`src/rtl/dm_port_arbiter_pkg.sv`:
```
// Shared constants for the data-RAM port arbiter: FSM encoding, port indices
// and the byte-enable width helper.
package dm_port_arbiter_pkg;

    localparam logic [1:0] ST_IDLE = 2'd0;
    localparam logic [1:0] ST_ACC  = 2'd1;
    localparam logic [1:0] ST_RESP = 2'd2;

    localparam logic PORT_MEM = 1'b0;
    localparam logic PORT_DBG = 1'b1;

    localparam int DATA_W_DEF = 32;
    localparam int WEN_W      = DATA_W_DEF / 8;

    function automatic int wen_width(input int data_w);
        return data_w / 8;
    endfunction

endpackage

```
`src/rtl/dm_port_arbiter_rr_pick2.sv`:
```
// Two-requester round-robin picker; optionally masks one port so the port
// just served cannot win again in the same cycle.
module rr_pick2
    import dm_port_arbiter_pkg::*;
(
    input  logic [1:0] req,
    input  logic       last,
    input  logic       excl_en,
    input  logic       excl,
    output logic       gnt,
    output logic       valid
);

    logic [1:0] elig;

    always_comb begin
        elig = req;
        if (excl_en) begin
            elig[excl] = 1'b0;
        end
        valid = |elig;
        gnt   = (elig == 2'b11) ? ~last : elig[PORT_DBG];
    end

endmodule

```
`src/rtl/dm_port_arbiter.sv`:
```
// Arbitrates the single-port, synchronous-read data RAM between the MEM stage
// (port 0) and the debug inspection path (port 1) with an ACC/RESP sequence.
module dm_port_arbiter
    import dm_port_arbiter_pkg::*;
#(
    parameter int ADDR_W = 32,
    parameter int DATA_W = 32,
    parameter int CNT_W  = 16
) (
    input  logic                clk,
    input  logic                resetn,
    input  logic                m0_req,
    input  logic [DATA_W/8-1:0] m0_wen,
    input  logic [ADDR_W-1:0]   m0_addr,
    input  logic [DATA_W-1:0]   m0_wdata,
    output logic [DATA_W-1:0]   m0_rdata,
    output logic                m0_done,
    input  logic                m1_req,
    input  logic [DATA_W/8-1:0] m1_wen,
    input  logic [ADDR_W-1:0]   m1_addr,
    input  logic [DATA_W-1:0]   m1_wdata,
    output logic [DATA_W-1:0]   m1_rdata,
    output logic                m1_done,
    output logic [ADDR_W-1:0]   ram_addr,
    output logic [DATA_W/8-1:0] ram_wen,
    output logic [DATA_W-1:0]   ram_wdata,
    input  logic [DATA_W-1:0]   ram_rdata,
    output logic                busy,
    output logic [CNT_W-1:0]    contention_cnt
);

    localparam int NB = wen_width(DATA_W);

    logic [1:0]        state, state_n;
    logic              gnt, gnt_n;
    logic              last, last_n;
    logic              acc, resp;
    logic              pick_gnt, pick_valid;
    logic              waiting;
    logic [DATA_W-1:0] hold0, hold1;

    function automatic logic [CNT_W-1:0] sat_inc(input logic [CNT_W-1:0] v);
        return (&v) ? v : v + CNT_W'(1);
    endfunction

    assign acc  = (state == ST_ACC);
    assign resp = (state == ST_RESP);
    assign busy = acc | resp;

    rr_pick2 u_pick (
        .req     ({m1_req, m0_req}),
        .last    (last),
        .excl_en (resp),
        .excl    (gnt),
        .gnt     (pick_gnt),
        .valid   (pick_valid)
    );

    always_comb begin
        state_n = state;
        gnt_n   = gnt;
        last_n  = last;
        case (state)
            ST_IDLE: begin
                if (pick_valid) begin
                    state_n = ST_ACC;
                    gnt_n   = pick_gnt;
                end
            end
            ST_ACC: begin
                state_n = ST_RESP;
            end
            ST_RESP: begin
                last_n = gnt;
                if (pick_valid) begin
                    state_n = ST_ACC;
                    gnt_n   = pick_gnt;
                end else begin
                    state_n = ST_IDLE;
                end
            end
            default: begin
                state_n = ST_IDLE;
            end
        endcase
    end

    // RAM is driven only during ACC; it samples at the end of that cycle.
    always_comb begin
        ram_addr  = '0;
        ram_wen   = '0;
        ram_wdata = '0;
        if (acc) begin
            if (gnt == PORT_DBG) begin
                ram_addr  = m1_addr;
                ram_wen   = m1_wen[NB-1:0];
                ram_wdata = m1_wdata;
            end else begin
                ram_addr  = m0_addr;
                ram_wen   = m0_wen[NB-1:0];
                ram_wdata = m0_wdata;
            end
        end
    end

    assign m0_done  = resp && (gnt == PORT_MEM);
    assign m1_done  = resp && (gnt == PORT_DBG);
    assign m0_rdata = m0_done ? ram_rdata : hold0;
    assign m1_rdata = m1_done ? ram_rdata : hold1;

    // In IDLE only a tie leaves a loser; otherwise the non-granted port waits.
    assign waiting = (state == ST_IDLE) ? (m0_req & m1_req)
                                        : ((gnt == PORT_MEM) ? m1_req : m0_req);

    always_ff @(posedge clk or negedge resetn) begin
        if (!resetn) begin
            state          <= ST_IDLE;
            gnt            <= PORT_MEM;
            last           <= PORT_DBG;
            hold0          <= '0;
            hold1          <= '0;
            contention_cnt <= '0;
        end else begin
            state <= state_n;
            gnt   <= gnt_n;
            last  <= last_n;
            if (m0_done) begin
                hold0 <= ram_rdata;
            end
            if (m1_done) begin
                hold1 <= ram_rdata;
            end
            if (waiting) begin
                contention_cnt <= sat_inc(contention_cnt);
            end
        end
    end

endmodule

```
`config.mk`:
```
export PLATFORM = sky130hd
export DESIGN_NAME = dm_port_arbiter
export DESIGN_NICKNAME = d
export VERILOG_FILES = /design/src/rtl/dm_port_arbiter_pkg.sv /design/src/rtl/dm_port_arbiter_rr_pick2.sv /design/src/rtl/dm_port_arbiter.sv
export SDC_FILE = /design/constraint.sdc
export NUM_CORES = 1
export LEC_CHECK = 0
export BUFFER_PORTS_ARGS = -buffer_cell sky130_fd_sc_hd__buf_2
export CAP_MARGIN = 20
export CORE_AREA = 3 3 124 126
export CTS_BUF_LIST = sky130_fd_sc_hd__clkbuf_4 sky130_fd_sc_hd__clkbuf_8
export DETAILED_ROUTE_END_ITERATION = 16
export DIE_AREA = 0 0 127 129
export PLACE_DENSITY_LB_ADDON = 0.15
export SLEW_MARGIN = 30
export SYNTH_ARGS = -nofsm -noshare
export SYNTH_HDL_FRONTEND = slang
export SYNTH_SLANG_ARGS = --single-unit
```
`constraint.sdc`:
```
create_clock -name clk -period 1.6 [get_ports clk]
set_input_delay 0.16 -clock clk [delete_from_list [all_inputs] [get_ports clk]]
set_output_delay 0.16 -clock clk [all_outputs]
set_load 0.03 [all_outputs]
```
== Word-level counts from Yosys, hierarchy flattened ==
Cells that the tools add are included.
Storage, ports and cells
  register bits: 84
  input port bits: 172
  output and inout port bits: 151
  logic and storage cells: 46
Operators by class
  $add $sub $neg: 1
  order comparisons: 2
  equal/unequal tests: 4
  mux-type cells: 17
  bitwise operators: 7
  reduce and logical (&&, ||, !) cells: 9
Operator list (count)
  two-way mux 32 bit: 6
  adder 16 x 1 -> 16 bit, second input constant: 1
  AND reduction 16 bit: 1
  two-way mux 4 bit: 2
  case mux 2 bit (3 select lines): 1
  two-way mux 1 bit: 5
  == test 2 bit, second input constant: 2
  two-way mux 2 bit: 2
  AND reduction 2 bit: 2
  OR reduction 2 bit: 2
  logical AND 1 bit: 3
  NOT 1 bit: 3
  AND 2 bit: 1
  == test 2 x 1 -> 1 bit, second input constant: 1
  logical NOT 2 bit: 1
  < comparator 1 x 2 -> 1 bit, second input constant: 1
  != test 2 bit, second input constant: 1
  NOT 2 bit: 1
  AND 1 bit: 1
  demux 1 bit (select 1 bit): 1
  greater-or-equal comparator 1 bit, second input constant: 1
  bitwise OR 1 bit: 1

== Longest topological paths before layout ==
  word-level depth: 10
  gate-level depth with buffers: 6
  mapped depth without buffers: 6

== Cells and area by module ==
Synthesis repeated with hierarchy kept, for this count alone.
Unflattened totals
  cells, all modules: 391
  area, all modules: 4631.9 um^2
By module, submodules not included
  dm_port_arbiter: times used 1, cells each 384, area each 4595.7 um^2
  rr_pick2: times used 1, cells each 7, area each 36.3 um^2

== Least setup slack after synthesis ==
Ideal clock, no wire load.
  path kind: reg-to-output
  start point: register state[0]
  end point: output port m0_rdata[22]
  arrival time: 1.812 ns
  data required time: 1.440 ns
  setup slack: -0.372 ns
  cell stages (with the launch flop): 7
  path through: dfrtp_1 -> inv_1 -> ha_1 -> nor2b_1 -> clkbuf_1 -> buf_2 -> mux2_2
On the way
  word-level cells in the longest chain between the ends: 3
Ends and longest elaborated chain
  start, declared: RTL line dm_port_arbiter.sv:34  | logic [1:0] state, state_n;
  start signal, assigned: RTL line dm_port_arbiter.sv:124  | state <= state_n;
  == test 2 bit: RTL line dm_port_arbiter.sv:47  | assign resp = (state == ST_RESP);
  logical AND 1 bit: RTL line dm_port_arbiter.sv:106  | assign m0_done = resp && (gnt == PORT_MEM);
  named net m0_done: RTL line dm_port_arbiter.sv:17  | output logic m0_done,
  two-way mux 32 bit
  end, declared: RTL line dm_port_arbiter.sv:16  | output logic [DATA_W-1:0] m0_rdata,
The timed path passes the listed nets, and every way through them passes these cells.

== Worst setup path after layout ==
  start point: register state[0]
  end point: output port m0_rdata[6]
On the way
  word-level cells in the longest chain between the ends: 3
Ends and longest elaborated chain (RTL line)
  == test 2 bit: dm_port_arbiter.sv:47
  logical AND 1 bit: dm_port_arbiter.sv:106
  two-way mux 32 bit
No other way between the ends.

==> metrics.txt <==
vias in the first global route=4575; Syn. warnings=0; commonest non-fill, non-tap cell in the layout=buf_2; IO Pins=323; antenna violations before repair=0; H-tree levels=3; gr ovfl total=0; WL/cell=19.29 um; number of fill cells=1045; Worst Hold Slack=0.06547 ns; max-slew violations=0; drt pass-1 iters=4; # port buffers=322; final cycle utilization of the critical path=127.4%; Highest Clock Rate=490.7 MHz; final wirelength=18.94 mm; FP Rows=44; synth unique cells=32; flop2flop setup slack=-0.18 ns; nets=971; hold-critical path depth=2; DRC errors left=0; PwrDens=2324 mW/mm2; Iteration-0 DRC Markers=138; final hold vios=0; clock sinks=84; starting density of the core=32.15%; CTS clk-pin slew, worst paths=0.09 ns; Peak VDD IR=1510 uV; vias post-DR=4676; number of routed nets with antenna violations=0; most frequent cells in the layout=buf_2, buf_6, dfrtp_1; worst rel slew slack=70.45%; Die Ht=129 um; core region area=0.01442 mm2; CTS tree=built; Avg Inst Size Synth=11.86 um2; worst slack, placed=-0.1346 ns; status=finished, violations left; Clock Skew=0.007784 ns; worst slew pin tran=0.4432 ns; first-pass GRT wire length=24.34 mm; HP Class=input port to flip-flop; final core occ=66.92%; largest net degree at the start of global routing=46; Max Buffers Root-to-Sink=2; Reg2Reg Depth=6; Post-Syn Instances=391; Critical Path AT=1.88 ns; Inserted Diodes=0; Area after DPL=0.006995 mm2; Post-Synthesis Cell Area=0.004637 mm2; gr usage total=18.86%; DP Wirelength=12.06 mm; Vias/cell=4.762; Seq/Total Area, Yosys=45.36%; Die X=127 um; CP startpoint kind=flip-flop; FF+latch count, synth=84; Setup crit end kind=output port; CP Class=flip-flop to output port; Worst Path Required=1.44 ns; Crit Path Max Fanout=6; max cap viols=0; failing checks=negative setup slack; Pleak=0.004748 uW; fin worst setup slack=-0.4380 ns; die area=0.01638 mm2; RSZ-0062 raised after global routing=yes; final instance area=0.009653 mm2; fraction of layout cells with a size suffix above 1=75.69%; root buffer cell=clkbuf_8; Syn-to-layout area delta=108.2%; # setup viols final=151; total CTS buffers=9; gpl congestion=0.8540; worst-skew pair later-pin latency=0.36 ns; Mapped Nets=569; minimum clock period=2.038 ns
## state kept, by name (all words and copies together) (netlist names)
signal and cells:
last 1, hold1 32, state 2, contention_cnt 16, gnt 1, hold0 32
## cell usage after synthesis
master	count	area, um2
ha_1	6	75.07
nor4_2	4	50.05
nor4b_1	1	8.760
and2_1	1	6.260
xnor2_1	1	8.760
a2bb2oi_2	1	15.01
nor4bb_1	2	20.02
a31oi_1	1	6.260
nand4_1	5	31.28
mux2i_1	69	690.7
nor2b_1	69	431.7
buf_4	1	7.510
a211oi_1	1	7.510
dfrtp_1	83	2077
mux2_2	67	754.5
nor3b_1	2	15.01
nor2_1	9	33.78
a22o_1	1	8.760
nor4_1	2	12.51
buf_2	15	75.07
xor2_1	13	113.9
inv_1	5	18.77
a21oi_1	1	5.000
nand3_1	2	10.01
nand2_1	9	33.78
clkbuf_1	8	30.03
nand3b_1	1	7.510
dfstp_2	1	26.28
and3_1	4	25.02
or2_2	1	6.260
o21ai_0	2	10.01
nor3_1	3	15.01
## metal layers
metal	track usage (%)	vias to the layer above	routed length (um)
li1	-	2168	-
met3	6.642	14	1305
met5	0	-	0
met4	2.461	0	204
met1	22.74	2320	7612
met2	33.50	174	9818
## worst max-delay path: stages, from the launching register on
cell and delay [ns]:
dfrtp_1 0.40, inv_2 0.08, ha_4 0.12, nor2b_4 0.15, buf_12 0.14, clkbuf_16 0.16
mux2_4 0.32, buf_6 0.14
## metrics by stage
stage	std cells	power (uW)	TNS, ns
global route	982	23450	-61.61
finish	982	22440	-49.89
floorplan	391	11320	-4.312
detailed placement	914	14430	-7.284
CTS	951	19720	-53.55
global placement	914	14300	-6.554
## cell families after synthesis
| logic type | count (synthesis) | synth area share (%) |
|---|---|---|
| xor+xnor | 14 | 2.644 |
| simple gates | 115 | 15.25 |
| mux | 136 | 31.17 |
| fa+ha+maj | 6 | 1.619 |
| buf+inv | 29 | 2.833 |
| compound gates | 7 | 1.133 |
| flops | 84 | 45.36 |
## final timing paths
check / startpoint / to
min in group asynchronous: resetn / contention_cnt[13]$_DFFE_PN0P_
max: state[0]$_DFFE_PN0P_ / m0_rdata[6]
min: ram_rdata[4] / hold1[4]$_DFF_PN0_
max reg2reg: gnt$_DFFE_PN0P_ / contention_cnt[7]$_DFFE_PN0P_
min reg2reg: last$_DFFE_PN1N_ / last$_DFFE_PN1N_
max in group asynchronous: resetn / hold1[27]$_DFF_PN0_
## power by group
part	internal, uW	leakage, uW	switching (uW)
logic	8700	0.00363	8210
clock network	1210	0.000134	801
registers	3140	0.000987	388
## final cells by class
class | instances | area, um2 | area share [%]
clock buffers | 9 | 123.9 | 1.283
clock inverters | 7 | 146.4 | 1.517
inverters | 5 | 21.27 | 0.2203
multi-input cells | 278 | 3400 | 35.22
flip-flops and latches | 84 | 2112 | 21.88
well taps | 184 | 230.2 | 2.385
repair buffers | 415 | 3620 | 37.50
## timing repair
item	4_1_cts	5_1_grt
endpoints found under the setup margin	148	152
gates cloned	8	14
hold endpoints to repair	29	0
hold buffers	1	0
resized for setup	251	196
pin swaps	7	10
buffers inserted	12	21
No activity file was read; power rests on OpenSTA's default activity.
